### config.mk
export PLATFORM = sky130hd
export DESIGN_NAME = jtag_master
export DESIGN_NICKNAME = d
export VERILOG_FILES = /design/src/rtl/jtag_master.sv
export SDC_FILE = /design/constraint.sdc
export NUM_CORES = 1
export LEC_CHECK = 0
export ABC_AREA = 1
export CORE_ASPECT_RATIO = 0.5
export CORE_UTILIZATION = 45
export CTS_CLUSTER_DIAMETER = 30
export DETAILED_ROUTE_END_ITERATION = 10
export DONT_BUFFER_PORTS = 1
export PLACE_DENSITY = 0.66
export RECOVER_POWER = 100
export REMOVE_ABC_BUFFERS = 1
export SLEW_MARGIN = 30
export SYNTH_ARGS = -nofsm -noshare
export SYNTH_HDL_FRONTEND = slang
export SYNTH_SLANG_ARGS = --single-unit
export TNS_END_PERCENT = 20
### constraint.sdc
create_clock -name CLK -period 4.5 [get_ports CLK]
set_input_delay 0.225 -clock CLK [delete_from_list [all_inputs] [get_ports CLK]]
set_output_delay 0.225 -clock CLK [all_outputs]
set_load 0.05 [all_outputs]
### src/rtl/jtag_master.sv
// JTAG initiator: runs a TAP reset/idle sequence after reset, then performs one
// complete IR or DR scan per accepted command, Run-Test/Idle to Run-Test/Idle.
module jtag_master #(
  parameter int MAX_LEN = 32,
  parameter int LEN_W   = 6,
  parameter int CLK_DIV = 2
) (
  input  logic               CLK,
  input  logic               TRST_N,
  input  logic               Start,
  input  logic               IsIR,
  input  logic [LEN_W-1:0]   Len,
  input  logic [MAX_LEN-1:0] DataIn,
  input  logic               TDO,
  output logic               TCK,
  output logic               TMS,
  output logic               TDI,
  output logic               Busy,
  output logic               Done,
  output logic               Err,
  output logic [MAX_LEN-1:0] DataOut
);
  localparam int HW = (CLK_DIV > 1) ? $clog2(CLK_DIV) : 1;
  localparam int IW = (MAX_LEN > 1) ? $clog2(MAX_LEN) : 1;

  typedef enum logic [2:0] {INIT, IDLE, HEAD, SHIFT, TAIL, FIN} state_t;

  state_t             state, state_n;
  logic [LEN_W-1:0]   cnt, cnt_n, len_q;
  logic [HW-1:0]      half;
  logic               ir_q;
  logic [MAX_LEN-1:0] din_q;
  logic               running, half_end, rise, fall, len_ok, accept, reject;
  logic [1:0]         pins_n;

  assign running  = state inside {INIT, HEAD, SHIFT, TAIL};
  assign half_end = running && (half == HW'(CLK_DIV - 1));
  assign rise     = half_end && !TCK;
  assign fall     = half_end && TCK;
  assign len_ok   = (Len != '0) && (Len <= LEN_W'(MAX_LEN));

  // {TMS, TDI} for slot c of state st; loaded at the slot's start
  function automatic logic [1:0] slot_pins(input state_t st, input logic [LEN_W-1:0] c);
    case (st)
      INIT:    return {c < LEN_W'(5), 1'b0};
      HEAD:    return {ir_q ? (c < LEN_W'(2)) : (c == '0), 1'b0};
      SHIFT:   return {c == len_q - LEN_W'(1), din_q[c[IW-1:0]]};
      TAIL:    return {c == '0, 1'b0};
      default: return 2'b00;
    endcase
  endfunction

  assign pins_n = slot_pins(state_n, cnt_n);

  always_ff @(posedge CLK or negedge TRST_N) begin
    if (!TRST_N) begin
      state <= INIT;
      cnt   <= '0;
    end else begin
      state <= state_n;
      cnt   <= cnt_n;
    end
  end

  always_comb begin
    state_n = state;
    cnt_n   = cnt;
    accept  = 1'b0;
    reject  = 1'b0;
    case (state)
      INIT:
        if (fall) begin
          if (cnt == LEN_W'(5)) begin state_n = IDLE; cnt_n = '0; end
          else cnt_n = cnt + LEN_W'(1);
        end
      IDLE:
        if (Start) begin
          if (len_ok) begin accept = 1'b1; state_n = HEAD; cnt_n = '0; end
          else reject = 1'b1;
        end
      HEAD:
        if (fall) begin
          if (cnt == (ir_q ? LEN_W'(3) : LEN_W'(2))) begin state_n = SHIFT; cnt_n = '0; end
          else cnt_n = cnt + LEN_W'(1);
        end
      SHIFT:
        if (fall) begin
          if (cnt == len_q - LEN_W'(1)) begin state_n = TAIL; cnt_n = '0; end
          else cnt_n = cnt + LEN_W'(1);
        end
      TAIL:
        if (fall) begin
          if (cnt == LEN_W'(1)) begin state_n = FIN; cnt_n = '0; end
          else cnt_n = cnt + LEN_W'(1);
        end
      FIN:     state_n = IDLE;
      default: state_n = INIT;
    endcase
  end

  always_ff @(posedge CLK or negedge TRST_N) begin
    if (!TRST_N) begin
      TCK     <= 1'b0;
      TMS     <= 1'b1;
      TDI     <= 1'b0;
      Busy    <= 1'b1;
      Done    <= 1'b0;
      Err     <= 1'b0;
      DataOut <= '0;
      half    <= '0;
      ir_q    <= 1'b0;
      len_q   <= '0;
      din_q   <= '0;
    end else begin
      Done <= 1'b0;
      Err  <= reject;
      if (half_end) begin
        half <= '0;
        TCK  <= ~TCK;
      end else if (running) begin
        half <= half + HW'(1);
      end else begin
        half <= '0;
      end
      if (rise && state == SHIFT) DataOut[cnt[IW-1:0]] <= TDO;
      if (accept) begin
        ir_q    <= IsIR;
        len_q   <= Len;
        din_q   <= DataIn;
        DataOut <= '0;
        Busy    <= 1'b1;
      end
      // pins only move at slot boundaries, i.e. while TCK is (going) low
      if (accept || fall) {TMS, TDI} <= pins_n;
      if (state == INIT && state_n == IDLE) Busy <= 1'b0;
      if (state == FIN) begin
        Done <= 1'b1;
        Busy <= 1'b0;
      end
    end
  end
endmodule

Word level (Yosys, flattened, before mapping)
Index checks and enable logic that the tools add are counted.
- bits in registers: 87
- latch bits: 0
- RAM bits: 0
- memory bits (read-only): 0
- word-level logic and storage cells: 97
- memories kept: 0
- add/sub/neg operators: 3
- multipliers: 0
- div/mod/pow operators: 0
- magnitude comparators: 6
- equal/unequal tests: 14
- shifts and indexed selects: 0
- mux-type cells: 44
- bitwise operators: 1
- reductions and logical operators: 16
- operator list (operator ; count):
    $mux 32 ; 2
    $mux 6 ; 10
    $bwmux 32 ; 1
    $mux 3 ; 10
    $pmux 6 s5 ; 1
    $pmux 3 s6 ; 1
    $mux 1 ; 16
    $eq 3x2->1 const B ; 4
    $eq 6x6->1 ; 2
    $lt 5x6->1 const B ; 2
    $eq 3x3->1 const B ; 3
    $pmux 2 s4 ; 1
    $logic_and 1x1->1 ; 7
    $add 6x1->6 const B ; 1
    $eq 3x1->1 const B ; 2
    $eq 6x1->1 const B ; 1
    $eq 6x2->1 ; 1
    $eq 6x3->1 const B ; 1
    $le 6x6->1 const B ; 1
    $logic_not 3->1 ; 2
    $logic_not 6->1 ; 1
    $lt 6x2->1 const B ; 1
    $lt 6x3->1 const B ; 1
    $reduce_bool 6->1 ; 1
    other kinds (11) ; 11

Logic depth before layout (Yosys ltp)
- depth in word-level cells: 10
- mapped depth: 26
- gate-level depth less buffers: 25

Least setup slack after synthesis
OpenSTA, ideal clock, no wires.
- path type: register -> register
- start point: register len_q[0]
- end point: register TDI
- library setup time: 118 ps
- data arrival time: 2222 ps
- required time: 4382 ps
- setup slack: 2161 ps
- cell stages (with the launch flop): 23
- path buffers: 1
- clock period less this slack: 2339 ps
- cell sequence: dfrtp_1 -> inv_1 -> ha_1 -> nand2_1 -> nand3_1 -> nand2_1 -> nor2_1 -> nand2_1 -> nor2_2 -> nand2_1 -> nand2_2 -> nand3_1 -> nand2_1 -> nand2_2 -> nand2_2 -> nand2_2 -> buf_6 -> nand3_1 -> nand3_1 -> nand3_1 -> nand3_1 -> nand3_1 -> nand2_1
- longest elaborated chain between the ends: 8
- ends and longest elaborated chain (element ; RTL line ; RTL):
    start: declaration ; 29 ; logic [LEN_W-1:0] cnt, cnt_n, len_q;
    start signal: assignment ; 128 ; len_q <= Len;
    $sub 6x1->6 ; 88 ; if (cnt == len_q - LEN_W'(1)) begin state_n = TAIL; cnt_n = '0; end
    $eq 6x6->1 ; 88 ;
    $mux 6 ; 88 ;
    $mux 6 ; 87 ; if (fall) begin
    $pmux 6 s5 ; 70 ; case (state)
    named net cnt_n[1] ; 29 ;
    $bmux 1 s5 ; 47 ; SHIFT: return {c == len_q - LEN_W'(1), din_q[c[IW-1:0]]};
    $mux 1 (not written as such) ; 47 ;
    $pmux 2 s4 ; 44 ; case (st)
    end signal: assignment ; 134 ; if (accept || fall) {TMS, TDI} <= pins_n;
    end: declaration ; 17 ; output logic TDI,
The timed path passes the listed nets, and every way through them passes these cells. The select of a mux whose other input is x is not followed.
A chain may end at the register's enable or synchronous reset.

Worst setup path in the final report
- start point: register state[2]
- end point: register TMS
- longest elaborated chain between the ends: 9
- ends and longest elaborated chain (element ; RTL line ; RTL):
    start: declaration ; 28 ; state_t state, state_n;
    start signal: assignment ; 60 ; state <= state_n;
    $eq 3x2->1, or another cell as far along ; 36, 70 ;
    $reduce_bool 4->1 ; 36 ; assign running = state inside {INIT, HEAD, SHIFT, TAIL};
    $logic_and 1x1->1 ; 37 ; assign half_end = running && (half == HW'(CLK_DIV - 1));
    $logic_and 1x1->1 ; 39 ; assign fall = half_end && TCK;
    $mux 6, on equally long branches ; - ;
    $pmux 6 s5 ; 70 ;
    $lt 6x2->1 or $logic_not 6->1 (tied branches) ; 46, 48 ;
    $mux 1 ; 46 ; HEAD: return {ir_q ? (c < LEN_W'(2)) : (c == '0), 1'b0};
    $pmux 2 s4 ; 44 ;
    end signal: assignment ; 134 ;
    end: declaration ; 16 ; output logic TMS,
Parallel ways exist; a longest one is shown, timed or not.

==> flow_metrics.py <==
metrics = {
    "synth": {
        "synth_warnings": 0,
        "ys_ff_latch": 87,
        "syn_area_per_cell_um2": 7.228,
        "synth_area_um2": 4915,
        "yosysSeqAreaShare": 0.4435,
        "synth_cell_type_count": 38,
        "postSynthCellCount": 680,
    },
    "clocking": {
        "cts_tree": "done",
        "cts.clk_slew.worst_paths_ns": 0.07,
        "cts.htree.levels": 3,
        "cts_buffers": 9,
        "clk_path_buf_depth": 2,
        "root_buffer": "clkbuf_16",
        "postCtsSetupBuffers": 0,
        "cts.sinks": 87,
        "insertion_delay_ns": 0.34,
    },
    "die": {
        "coreArea_um2": 10410,
        "die_w_um": 149.8,
        "initial_core_util": 0.4721,
        "dieArea_um2": 11370,
        "die_h_um": 75.90,
        "io_pins": 81,
        "std_cell_rows": 26,
    },
    "layout": {
        "area_growth_pct": 9.445,
        "finalInstanceArea_um2": 5379,
        "instances_no_fill": 831,
        "final_nets": 734,
        "postLayoutCoreUtil": 0.5167,
        "antenna_cells": 0,
        "drive_above_1_share": 0.05933,
        "most-common-layout-cells": "201 x nand2_1, 85 x dfrtp_1, 78 x nor2_1",
        "nFillCells": 1059,
        "layout_commonest_cell": "nand2_1",
    },
    "placement": {
        "hpwl_um": 9379,
        "placed_cell_area_um2": 4997,
        "io_buffers": 0,
        "place_inst": 800,
        "place_ws_ns": 1.591,
        "place.gp.congestion": 0.9556,
    },
    "power": {
        "power_frac_clock": 0.174,
        "p_int_mw": 2.068,
        "power.total_mw": 4.138,
        "p_seq_frac": 0.357,
        "pwr-share-comb": 0.469,
        "peakVddDrop_mv": 0.2885,
        "swShare": 0.5001,
        "leakage_nw": 2.671,
        "pwr_density_cell_nw_per_um2": 769.2,
        "switchingPower_mw": 2.069,
    },
    "drt": {
        "dr.pass1.iters": 5,
        "met3WireLength_um": 912,
        "route.met2.wl_um": 5327,
        "first_iter_violations": 350,
        "ant_nets": 0,
        "routed_wl_um": 12960,
        "highest-signal-layer": "met4",
        "drc": 0,
        "wire_per_inst_um": 15.60,
        "drt-met1-wl_um": 6579,
        "vias": 4389,
        "vias_per_cell": 5.282,
    },
    "sta": {
        "finalCritPeriodShare": 0.7748,
        "rsz0062_at_grt": "false",
        "fin_setup_tns_ns": 0,
        "fmax_mhz": 286.8,
        "finalClockSkew_ns": 0.007059,
        "holdWs_ns": 0.01010,
        "hold_violations": 0,
        "drv_slew": 88,
        "setup_ws_ns": 1.014,
        "setup_viol": 0,
        "layout_min_cycle_time_ns": 3.486,
        "worst_pin_slew_ns": 2.163,
        "slew_headroom": -0.4423,
    },
    "grt": {
        "antenna_found_initial": 0,
        "grt_pass1_vias": 3969,
        "track_usage": 0.2396,
        "grt_max_degree": 88,
        "grt_overflow_total": 0,
        "grt_pass1_wl_um": 20630,
    },
    "critical_path": {
        "cp_slowest_cell": "nand2_1",
        "cp_max_fo": 22,
        "critical_path_class": "reg2reg",
        "cp-end-kind": "register",
        "worst-path-buf-inv": 1,
        "critPathRequiredTime_ns": 4.79,
        "arrival_ns": 3.77,
        "crit_chain": "nor2_1 -> nor2_1 -> nor2_1 -> nand2_1 -> inv_1 -> nand2_1 -> nand3_1 -> nand2_1 -> nor2_2 -> nand2_2 -> nand2_4 -> nand2_1 -> a21oi_1 -> nand3_1 -> nor2_1 -> nand2_1 -> nand2_1 -> nand2_1 -> nand2_1",
        "crit_family": "simple AND/OR/NAND/NOR gates",
        "path_common_cell": "nand2_1",
        "cpPeakStageDelay_ns": 0.49,
        "cp-start-kind": "register",
    },
    "outcome": {
        "status": "finished, violations left",
        "violations": "max-capacitance violations, max-slew violations",
    },
    "worst_hold_path": {
        "hp-class": "in2reg",
    },
    "flow_run": {
        "maxCapViolations": 1,
    },
}
## final timing paths
kind	slack [ns]	endpoint	start	depth (start not counted)
worst max-delay path	1.01	TMS	state[2]	19
worst min-delay path	0.01	din_q[19]	DataIn[19]	2
worst max register to register	1.01	TMS	state[2]	19
worst min register to register	0.42	half	half	1
max in group asynchronous	2.15	len_q[3]	TRST_N	2
min in group asynchronous	1.07	din_q[22]	TRST_N	2
## timing repair
item | CTS | global route
endpoints found under the hold margin | 100 | 0
resized for setup | 0 | 0
hold buffers | 15 | 0
## kinds of logic (layout without fill, tap and decap cells)
| logic type | Yosys count | after routing | synth area share |
|---|---|---|---|
| AO/OA/AOI/OAI | 118 | 118 | 0.1324 |
| XOR/XNOR | 6 | 6 | 0.01069 |
| adder cells (fa/ha/maj) | 5 | 5 | 0.01273 |
| buffers and inverters | 105 | 116 | 0.08758 |
| flip-flops | 87 | 87 | 0.4435 |
| AND/OR/NAND/NOR | 359 | 359 | 0.3131 |
## per-layer routing
metal / global-route usage / vias up
met1: 0.3532 / 2073
li1: - / 2174
met3: 0.05868 / 13
met4: 0.06510 / 0
met2: 0.3488 / 129
met5: 0 / -
## cells in the mapped netlist, drive strengths merged
library cell / n / area (um^2)
o211ai: 2 / 15.01
o22ai: 2 / 12.51
and3: 1 / 6.260
o221ai: 1 / 8.760
inv: 82 / 307.8
or2: 2 / 12.52
a211oi: 2 / 20.02
dfrtp: 85 / 2127
nand2: 205 / 797.0
dfstp: 2 / 52.55
o21ai: 70 / 361.6
ha: 5 / 62.56
a21boi: 1 / 7.510
clkbuf: 13 / 48.80
xor2: 5 / 43.79
a21oi: 39 / 217.7
xnor2: 1 / 8.760
o31ai: 1 / 7.510
buf: 10 / 73.82
or3: 1 / 6.260
nor2: 84 / 352.8
nand4: 5 / 31.28
nor3: 4 / 25.02
nand3b: 9 / 67.56
nand3: 48 / 240.2
## sequential cells by signal, indices dropped and copies added (netlist names)
register  cells
Err           1
Done          1
cnt           6
TCK           1
TMS           1
DataOut      32
state         3
len_q         6
din_q        32
TDI           1
Busy          1
ir_q          1
half          1
## layout make-up
type / instances / area [um^2] / share of cell area
inverters: 82 / 307.8 / 0.05722
flip-flops and latches: 87 / 2180 / 0.4052
repair buffers: 18 / 165.2 / 0.03070
clock buffers: 10 / 229.0 / 0.04257
clock inverters: 6 / 51.30 / 0.009537
well taps: 140 / 175.2 / 0.03257
multi-input cells: 488 / 2271 / 0.4222
## power by group through the flow
stage | clock network (mW) | logic [mW] | registers, mW
6_report | 0.720 | 1.94 | 1.48
5_1_grt | 0.764 | 2.22 | 1.51
4_1_cts | 0.739 | 1.97 | 1.48
3_5_place_dp | 0 | 1.93 | 1.49
3_3_place_gp | 0 | 1.92 | 1.49
2_1_floorplan | 0 | 1.50 | 1.42
Note: power is estimated with default switching activity, not from simulation.
